## src/rtl/note_playback_scheduler.sv

```systemverilog
// note_playback_scheduler: walks event RAM in address order and strobes each note
// once the microsecond time counter reaches the event timestamp.
module note_playback_scheduler #(
    parameter int ADDR_W   = 9,
    parameter int TIME_W   = 29,
    parameter int NOTE_W   = 7,
    parameter int TIME_MAX = 300000000,
    localparam int EVT_W   = TIME_W + NOTE_W + 1
) (
    input  logic              clk,
    input  logic              resetn,
    input  logic              start,
    input  logic              stop,
    input  logic [ADDR_W:0]   num_events,
    input  logic [TIME_W-1:0] current_time,
    output logic              time_enable,
    output logic              time_clear,
    output logic              mem_rd_en,
    output logic [ADDR_W-1:0] mem_addr,
    input  logic [EVT_W-1:0]  mem_rdata,
    output logic              note_valid,
    output logic [NOTE_W-1:0] note_code,
    output logic              note_on,
    output logic              busy,
    output logic              done,
    output logic              aborted
);
    typedef enum logic [2:0] {S_IDLE, S_FETCH, S_WAIT_DATA, S_ARMED, S_EMIT, S_DONE} state_t;

    localparam logic [TIME_W-1:0] TMAX = TIME_W'(TIME_MAX);

    state_t              r_state, w_state_nx;
    logic [ADDR_W:0]     r_ptr, r_cnt, w_ptr_inc, w_ptr_nx;
    logic [EVT_W-1:0]    r_evt;
    logic                w_start_ok, w_active, w_abort, w_run_nx;
    logic                r_time_enable, r_time_clear, r_mem_rd_en, r_note_valid;
    logic                r_note_on, r_busy, r_done, r_aborted;
    logic [ADDR_W-1:0]   r_mem_addr;
    logic [NOTE_W-1:0]   r_note_code;

    assign w_start_ok = (r_state == S_IDLE) && start && !stop;
    assign w_active   = r_state inside {S_FETCH, S_WAIT_DATA, S_ARMED, S_EMIT};
    assign w_abort    = stop && w_active;
    assign w_ptr_inc  = r_ptr + (ADDR_W+1)'(1);
    assign w_ptr_nx   = w_start_ok ? '0 : (r_state == S_EMIT) ? w_ptr_inc : r_ptr;
    assign w_run_nx   = w_state_nx inside {S_FETCH, S_WAIT_DATA, S_ARMED, S_EMIT};

    // stop takes priority over every forward transition while playing
    always_comb begin
        w_state_nx = r_state;
        case (r_state)
            S_IDLE:      w_state_nx = !w_start_ok ? S_IDLE : (num_events == '0) ? S_DONE : S_FETCH;
            S_FETCH:     w_state_nx = stop ? S_IDLE : S_WAIT_DATA;
            S_WAIT_DATA: w_state_nx = stop ? S_IDLE : (mem_rdata[TIME_W-1:0] > TMAX) ? S_DONE : S_ARMED;
            S_ARMED:     w_state_nx = stop ? S_IDLE : (current_time >= r_evt[TIME_W-1:0]) ? S_EMIT : S_ARMED;
            S_EMIT:      w_state_nx = stop ? S_IDLE : (w_ptr_inc == r_cnt) ? S_DONE : S_FETCH;
            default:     w_state_nx = S_IDLE;
        endcase
    end

    always_ff @(posedge clk or posedge resetn) begin
        if (resetn) begin
            r_state       <= S_IDLE;
            r_ptr         <= '0;
            r_cnt         <= '0;
            r_evt         <= '0;
            r_time_enable <= 1'b0;
            r_time_clear  <= 1'b0;
            r_mem_rd_en   <= 1'b0;
            r_mem_addr    <= '0;
            r_note_valid  <= 1'b0;
            r_note_code   <= '0;
            r_note_on     <= 1'b0;
            r_busy        <= 1'b0;
            r_done        <= 1'b0;
            r_aborted     <= 1'b0;
        end else begin
            r_state       <= w_state_nx;
            r_ptr         <= w_ptr_nx;
            if (w_start_ok) r_cnt <= num_events;
            if (r_state == S_WAIT_DATA) r_evt <= mem_rdata;
            r_time_enable <= w_run_nx;
            r_time_clear  <= w_start_ok;
            r_mem_rd_en   <= w_state_nx == S_FETCH;
            if (w_state_nx == S_FETCH) r_mem_addr <= w_ptr_nx[ADDR_W-1:0];
            r_note_valid  <= w_state_nx == S_EMIT;
            if (w_state_nx == S_EMIT) {r_note_on, r_note_code} <= r_evt[EVT_W-1:TIME_W];
            r_busy        <= w_state_nx != S_IDLE;
            r_done        <= w_state_nx == S_DONE;
            r_aborted     <= w_abort;
        end
    end

    assign time_enable = r_time_enable;
    assign time_clear  = r_time_clear;
    assign mem_rd_en   = r_mem_rd_en;
    assign mem_addr    = r_mem_addr;
    assign note_valid  = r_note_valid;
    assign note_code   = r_note_code;
    assign note_on     = r_note_on;
    assign busy        = r_busy;
    assign done        = r_done;
    assign aborted     = r_aborted;
endmodule

```

## config.mk

```make
export PLATFORM = sky130hd
export DESIGN_NAME = note_playback_scheduler
export DESIGN_NICKNAME = d
export VERILOG_FILES = /design/src/rtl/note_playback_scheduler.sv
export SDC_FILE = /design/constraint.sdc
export NUM_CORES = 1
export LEC_CHECK = 0
export ABC_CLOCK_PERIOD_IN_PS = 2800
export CORE_MARGIN = 2
export CORE_UTILIZATION = 30
export CTS_BUF_LIST = sky130_fd_sc_hd__clkbuf_16
export DETAILED_ROUTE_END_ITERATION = 7
export MAX_ROUTING_LAYER = met4
export RECOVER_POWER = 100
export SETUP_SLACK_MARGIN = 0.02
export SYNTH_ARGS = -nofsm -noshare
export SYNTH_HDL_FRONTEND = slang
export SYNTH_SLANG_ARGS = --single-unit
```

## constraint.sdc

```tcl
create_clock -name clk -period 2.8 [get_ports clk]
set_clock_uncertainty 0.05 [all_clocks]
set_input_delay 0.42 -clock clk [delete_from_list [all_inputs] [get_ports clk]]
set_output_delay 0.42 -clock clk [all_outputs]
set_load 0.03 [all_outputs]
```

==> results.rst <==
.. list-table::
   :header-rows: 1

   * - Metric
     - Value
   * - Switching power summed over all nets
     - between 1.5 and 2 mW
   * - Synth area leaders
     - dfrtp_1 (48%), ha_1 (8.6%), mux2_2 (5.1%), o21ai_0 (4.8%), nand2_1 (4.5%)
   * - Cell internal power dissipation
     - 3.25 mW
   * - CTS root buffer
     - clkbuf_16
   * - Synthesized-area fraction occupied by ao, oa, aoi and oai cells
     - 12.5%
   * - Met2 usage in global routing
     - 23.8%
   * - Detail Placement HPWL
     - 8.37 mm
   * - Reg2Reg Setup Slack
     - 0.002 ns
   * - Number of vias after detailed routing
     - ~3500
   * - Count of buffers inserted at the top-level ports
     - 103
   * - Final critical-path share of the clock period
     - between 90 and 100%
   * - Synthesized Nets
     - 535
   * - TritonCTS clock tree
     - built
   * - Fraction of layout cells with a size suffix above 1
     - 18.9%
   * - Max-Slew Margin vs Limit
     - -3.94%
   * - First-pass DRT Iterations
     - 4
   * - Violations in the final reports
     - max-capacitance violations, max-slew violations
   * - Area growth from synthesis to layout
     - 45.4%
   * - Largest fanout on the critical path
     - 5
   * - Clock latency of the later-clocked register in the worst-skew pair
     - 0.34 ns
   * - Largest family of logic cells by synthesized area
     - compound AO/OA/AOI/OAI gates
   * - Worst hold path class
     - reg2reg
   * - Total of max-cap violations
     - 1
   * - Boundary pin count
     - ~100
   * - Kind of cell adding the most delay to the critical path
     - simple AND/OR/NAND/NOR gates
   * - Worst setup path category
     - reg2reg
   * - Comb power frac
     - 39.1%
   * - Shortest clock period the worst path allows after layout
     - 2.80 ns
   * - Antenna diode count
     - 0
   * - Launch instance of the worst register-to-register path
     - r_ptr[1]$_DFF_PP0_
   * - Die span in y
     - approximately 120 um
   * - CTS sink cnt
     - 84
   * - Status
     - finished, violations left
   * - Count of flip-flops with a built-in enable after synthesis
     - 0
   * - Capturing element type of the critical path
     - flip-flop
   * - Wire length per cell after detailed routing
     - 14.6 um
   * - Routability cong.
     - 0.874
   * - Synth Area in Simple Gates
     - 11.9%
   * - Maximum vdd drop
     - about 0.32 mV
   * - Total of flip-flops plus latches after synthesis
     - 84
   * - Pins over their slew limit
     - 41
   * - M1 GR Usage
     - 19.6%
   * - Synth top area share
     - 48.0%
   * - Overall fraction of global-route tracks in use
     - between 15 and 20%
   * - Fmax achieved
     - 0.357 GHz
   * - Vias/cell
     - 4.62
   * - Hold Violations, Final
     - 0
   * - Multiplexer fraction of the synthesized cell area
     - 10.5%
   * - Total setup violations reported at the end of the flow
     - 0
   * - Buffers plus inverters on the worst setup path
     - 2
   * - CTS Hold Buffers Added
     - 0
   * - CTS clock-pin slew for the worst setup and hold paths
     - 0.06 ns
   * - Worst hold slack
     - ~0.44 ns
   * - Remaining global-route overflow
     - 0
   * - Largest stage delay on the critical path
     - 0.48 ns
   * - Final-stage net count
     - 686
   * - Instance count of the mapped netlist
     - around 430
   * - H-tree Lvls
     - 3
   * - Ys Warns
     - 0
   * - Top_reg_cell synth
     - dfrtp_1
   * - Total CTS buffers
     - 9
   * - Static leakage power
     - 2.84 nW
   * - Timing startpoint of the critical path
     - r_ptr[1]$_DFF_PP0_
   * - Buffer depth of the longest clock path
     - 2
   * - Fraction of the mapped netlist area in adder cells
     - 8.80%
   * - Iteration-0 DRC Markers
     - 142
   * - ANT nets after route
     - 0
   * - Most Used Layer, Global Route
     - met2
   * - Data arrival time of the worst path
     - approximately 3 ns
   * - Async set-reset flop share out of synthesis
     - 100%
   * - Cell-by-cell trace of the critical path
     - ha_4 -> xor2_1 -> or4_4 -> a211oi_2 -> nand4_1 -> a2111oi_4 -> buf_4 -> nor3b_4 -> buf_12 -> mux2_4
   * - Floorplan die area
     - 15600 um2
   * - Switching part of the total power
     - 33.7%
   * - Transition time at the pin with the least slew margin
     - approximately 1.6 ns
   * - Initial antenna violation count
     - 0
   * - First-pass GRT wire length
     - 18.5 mm
   * - Highest-delay cell along the critical path
     - or4_4
   * - Final Routed Wirelength
     - 11.2 mm
   * - Total standard cell area after synthesis
     - roughly 4400 um2
   * - Hold wc startpoint
     - r_evt[34]$_DFFE_PP0P_
   * - List of most frequent post-synthesis cells
     - dfrtp_1 (84), nand2_1 (53), o21ai_0 (42)
   * - Core Area
     - 14400 um2
   * - Number of global-route vias before repair
     - 3744
   * - XOR/XNOR share of the synthesized area
     - 3.20%
   * - Setup repair after global routing missed its margin
     - true
   * - Final non-filler cell total
     - 765
   * - Pin count of the biggest net entering global routing
     - 66
   * - Number of placement rows
     - 44
   * - Power density relative to cell area
     - 771 nW/um2
   * - Leading area contributor after synthesis
     - dfrtp_1
   * - Type of origin of the critical path
     - flip-flop
   * - Part of the Yosys area used for sequential elements
     - about half
   * - Initial core utilization
     - 30.5%
   * - Die W
     - around 120 um
   * - Avg Inst Size Synth
     - 10.3 um2
   * - Most repeated cell in the gate-level netlist after synthesis
     - dfrtp_1
   * - Worst endpoint required time
     - 2.98 ns
   * - Number of library cell types mapped by synthesis
     - 49
   * - Register share of total power
     - between 30% and 40%
   * - GR Layer Usage met3
     - under 10%
   * - Number of placed instances, taps included
     - 743
   * - Relative contribution of the clock network to total power
     - 23.6%
   * - Number of remaining DRC errors
     - 0
worst reg2reg max path, delay by kind of cell (launching register included):
kind	cells	cell delay (ns)
and+or+nand+nor	3	0.75
AOI/OAI and AO/OA	2	0.41
DFF	1	0.41
buffers and inverters	2	0.37
muxes	1	0.29
adders and majority gates	1	0.25
xor gates and xnor gates	1	0.16
cells by family (layout without fill, tap and decap cells):
family / Yosys count / in the layout
flip-flops: 84 / 84
XOR/XNOR: 16 / 16
multiplexers: 38 / 38
AO/OA/AOI/OAI: 91 / 91
adder cells (fa/ha/maj): 31 / 31
buffers and inverters: 54 / 209
AND/OR/NAND/NOR: 111 / 112
metrics by stage:
step	instance area (um2)	total power [mW]	util (%)	setup slack, ns	TNS, ns
2_1_floorplan	4380	3.00	-	0.0629	0
3_3_place_gp	5950	3.62	41.4	-0.644	-10.23
3_5_place_dp	5950	3.70	41.4	-0.671	-10.48
4_1_cts	6310	4.94	43.9	-0.0461	-0.343
5_1_grt	6360	5.29	44.3	-0.0621	-0.298
6_report	6360	4.91	44.3	0.00174	0
layout make-up:
class                   instances  area (um2)
repair buffers                156        1440
flip-flops and latches         84        2100
inverters                      37         139
multi-input cells             288        2170
clock inverters                 7        60.1
clock buffers                   9         225
fillers                      1357        8010
well taps                     184         230
repair_timing:
item	in CTS	in global routing
gates cloned	1	0
hold endpoints to repair	0	0
setup buffers	2	3
pin swaps	5	5
endpoints found under the setup margin	19	20
resized for setup	8	7
per-layer routing:
| layer | part of all wire [%] | up-vias |
|---|---|---|
| met5 | 0 | - |
| met4 | 2.4 | 0 |
| met3 | 3.5 | 20 |
| met2 | 47 | 67 |
| met1 | 47 | 1665 |
| li1 | - | 1785 |
state kept, by name (all words and copies together) (netlist names):
| name | cells |
|---|---|
| aborted | 1 |
| busy | 1 |
| done | 1 |
| mem_addr | 9 |
| mem_rd_en | 1 |
| note_code | 7 |
| note_on | 1 |
| note_valid | 1 |
| r_cnt | 10 |
| r_evt | 37 |
| r_ptr | 10 |
| r_state | 3 |
| time_clear | 1 |
| time_enable | 1 |
placed cells by master (no fill, tap or decap), types with 3 or more instances in the layout:
cell             netlist  final
nor2b_1                3      3
a31oi_1                3      3
nor4_1                 4      4
clkbuf_16              0      9
xnor2_1               11     11
mux2_1                 7      7
dfrtp_1               84     84
ha_1                  30     29
buf_4                  0     49
a21oi_1               16     15
o21ai_0               42     41
nand4_1                7      7
clkinv_2               0      3
xor2_1                 5      5
clkdlybuf4s50_1        0    102
nand2_1               53     53
inv_1                 37     39
o21ai_1                2      3
a21o_1                 7      7
mux2_4                 9      9
nor2_1                18     17
mux2_2                20     20
nand2b_1               3      3
nor3_1                 9      8
path summary, 6_finish.rpt:
check	end	depth (start not counted)
max in group asynchronous	r_cnt[9]$_DFFE_PP0P_	3
max reg2reg	mem_addr[4]$_DFFE_PP0P_	10
max	mem_addr[4]$_DFFE_PP0P_	10
min	note_code[5]$_DFFE_PP0P_	1
min in group asynchronous	r_evt[4]$_DFFE_PP0P_	2
min reg2reg	note_code[5]$_DFFE_PP0P_	1
power groups by stage:
stage | sequential, mW | clock, mW | combinational (mW)
after global placement | 1.84 | 0 | 1.78
final | 1.83 | 1.16 | 1.92
after global routing | 1.88 | 1.26 | 2.15
after CTS | 1.83 | 1.20 | 1.90
after detailed placement | 1.85 | 0 | 1.85
after floorplan | 1.96 | 0 | 1.04
No activity file was read; power rests on OpenSTA's default activity.
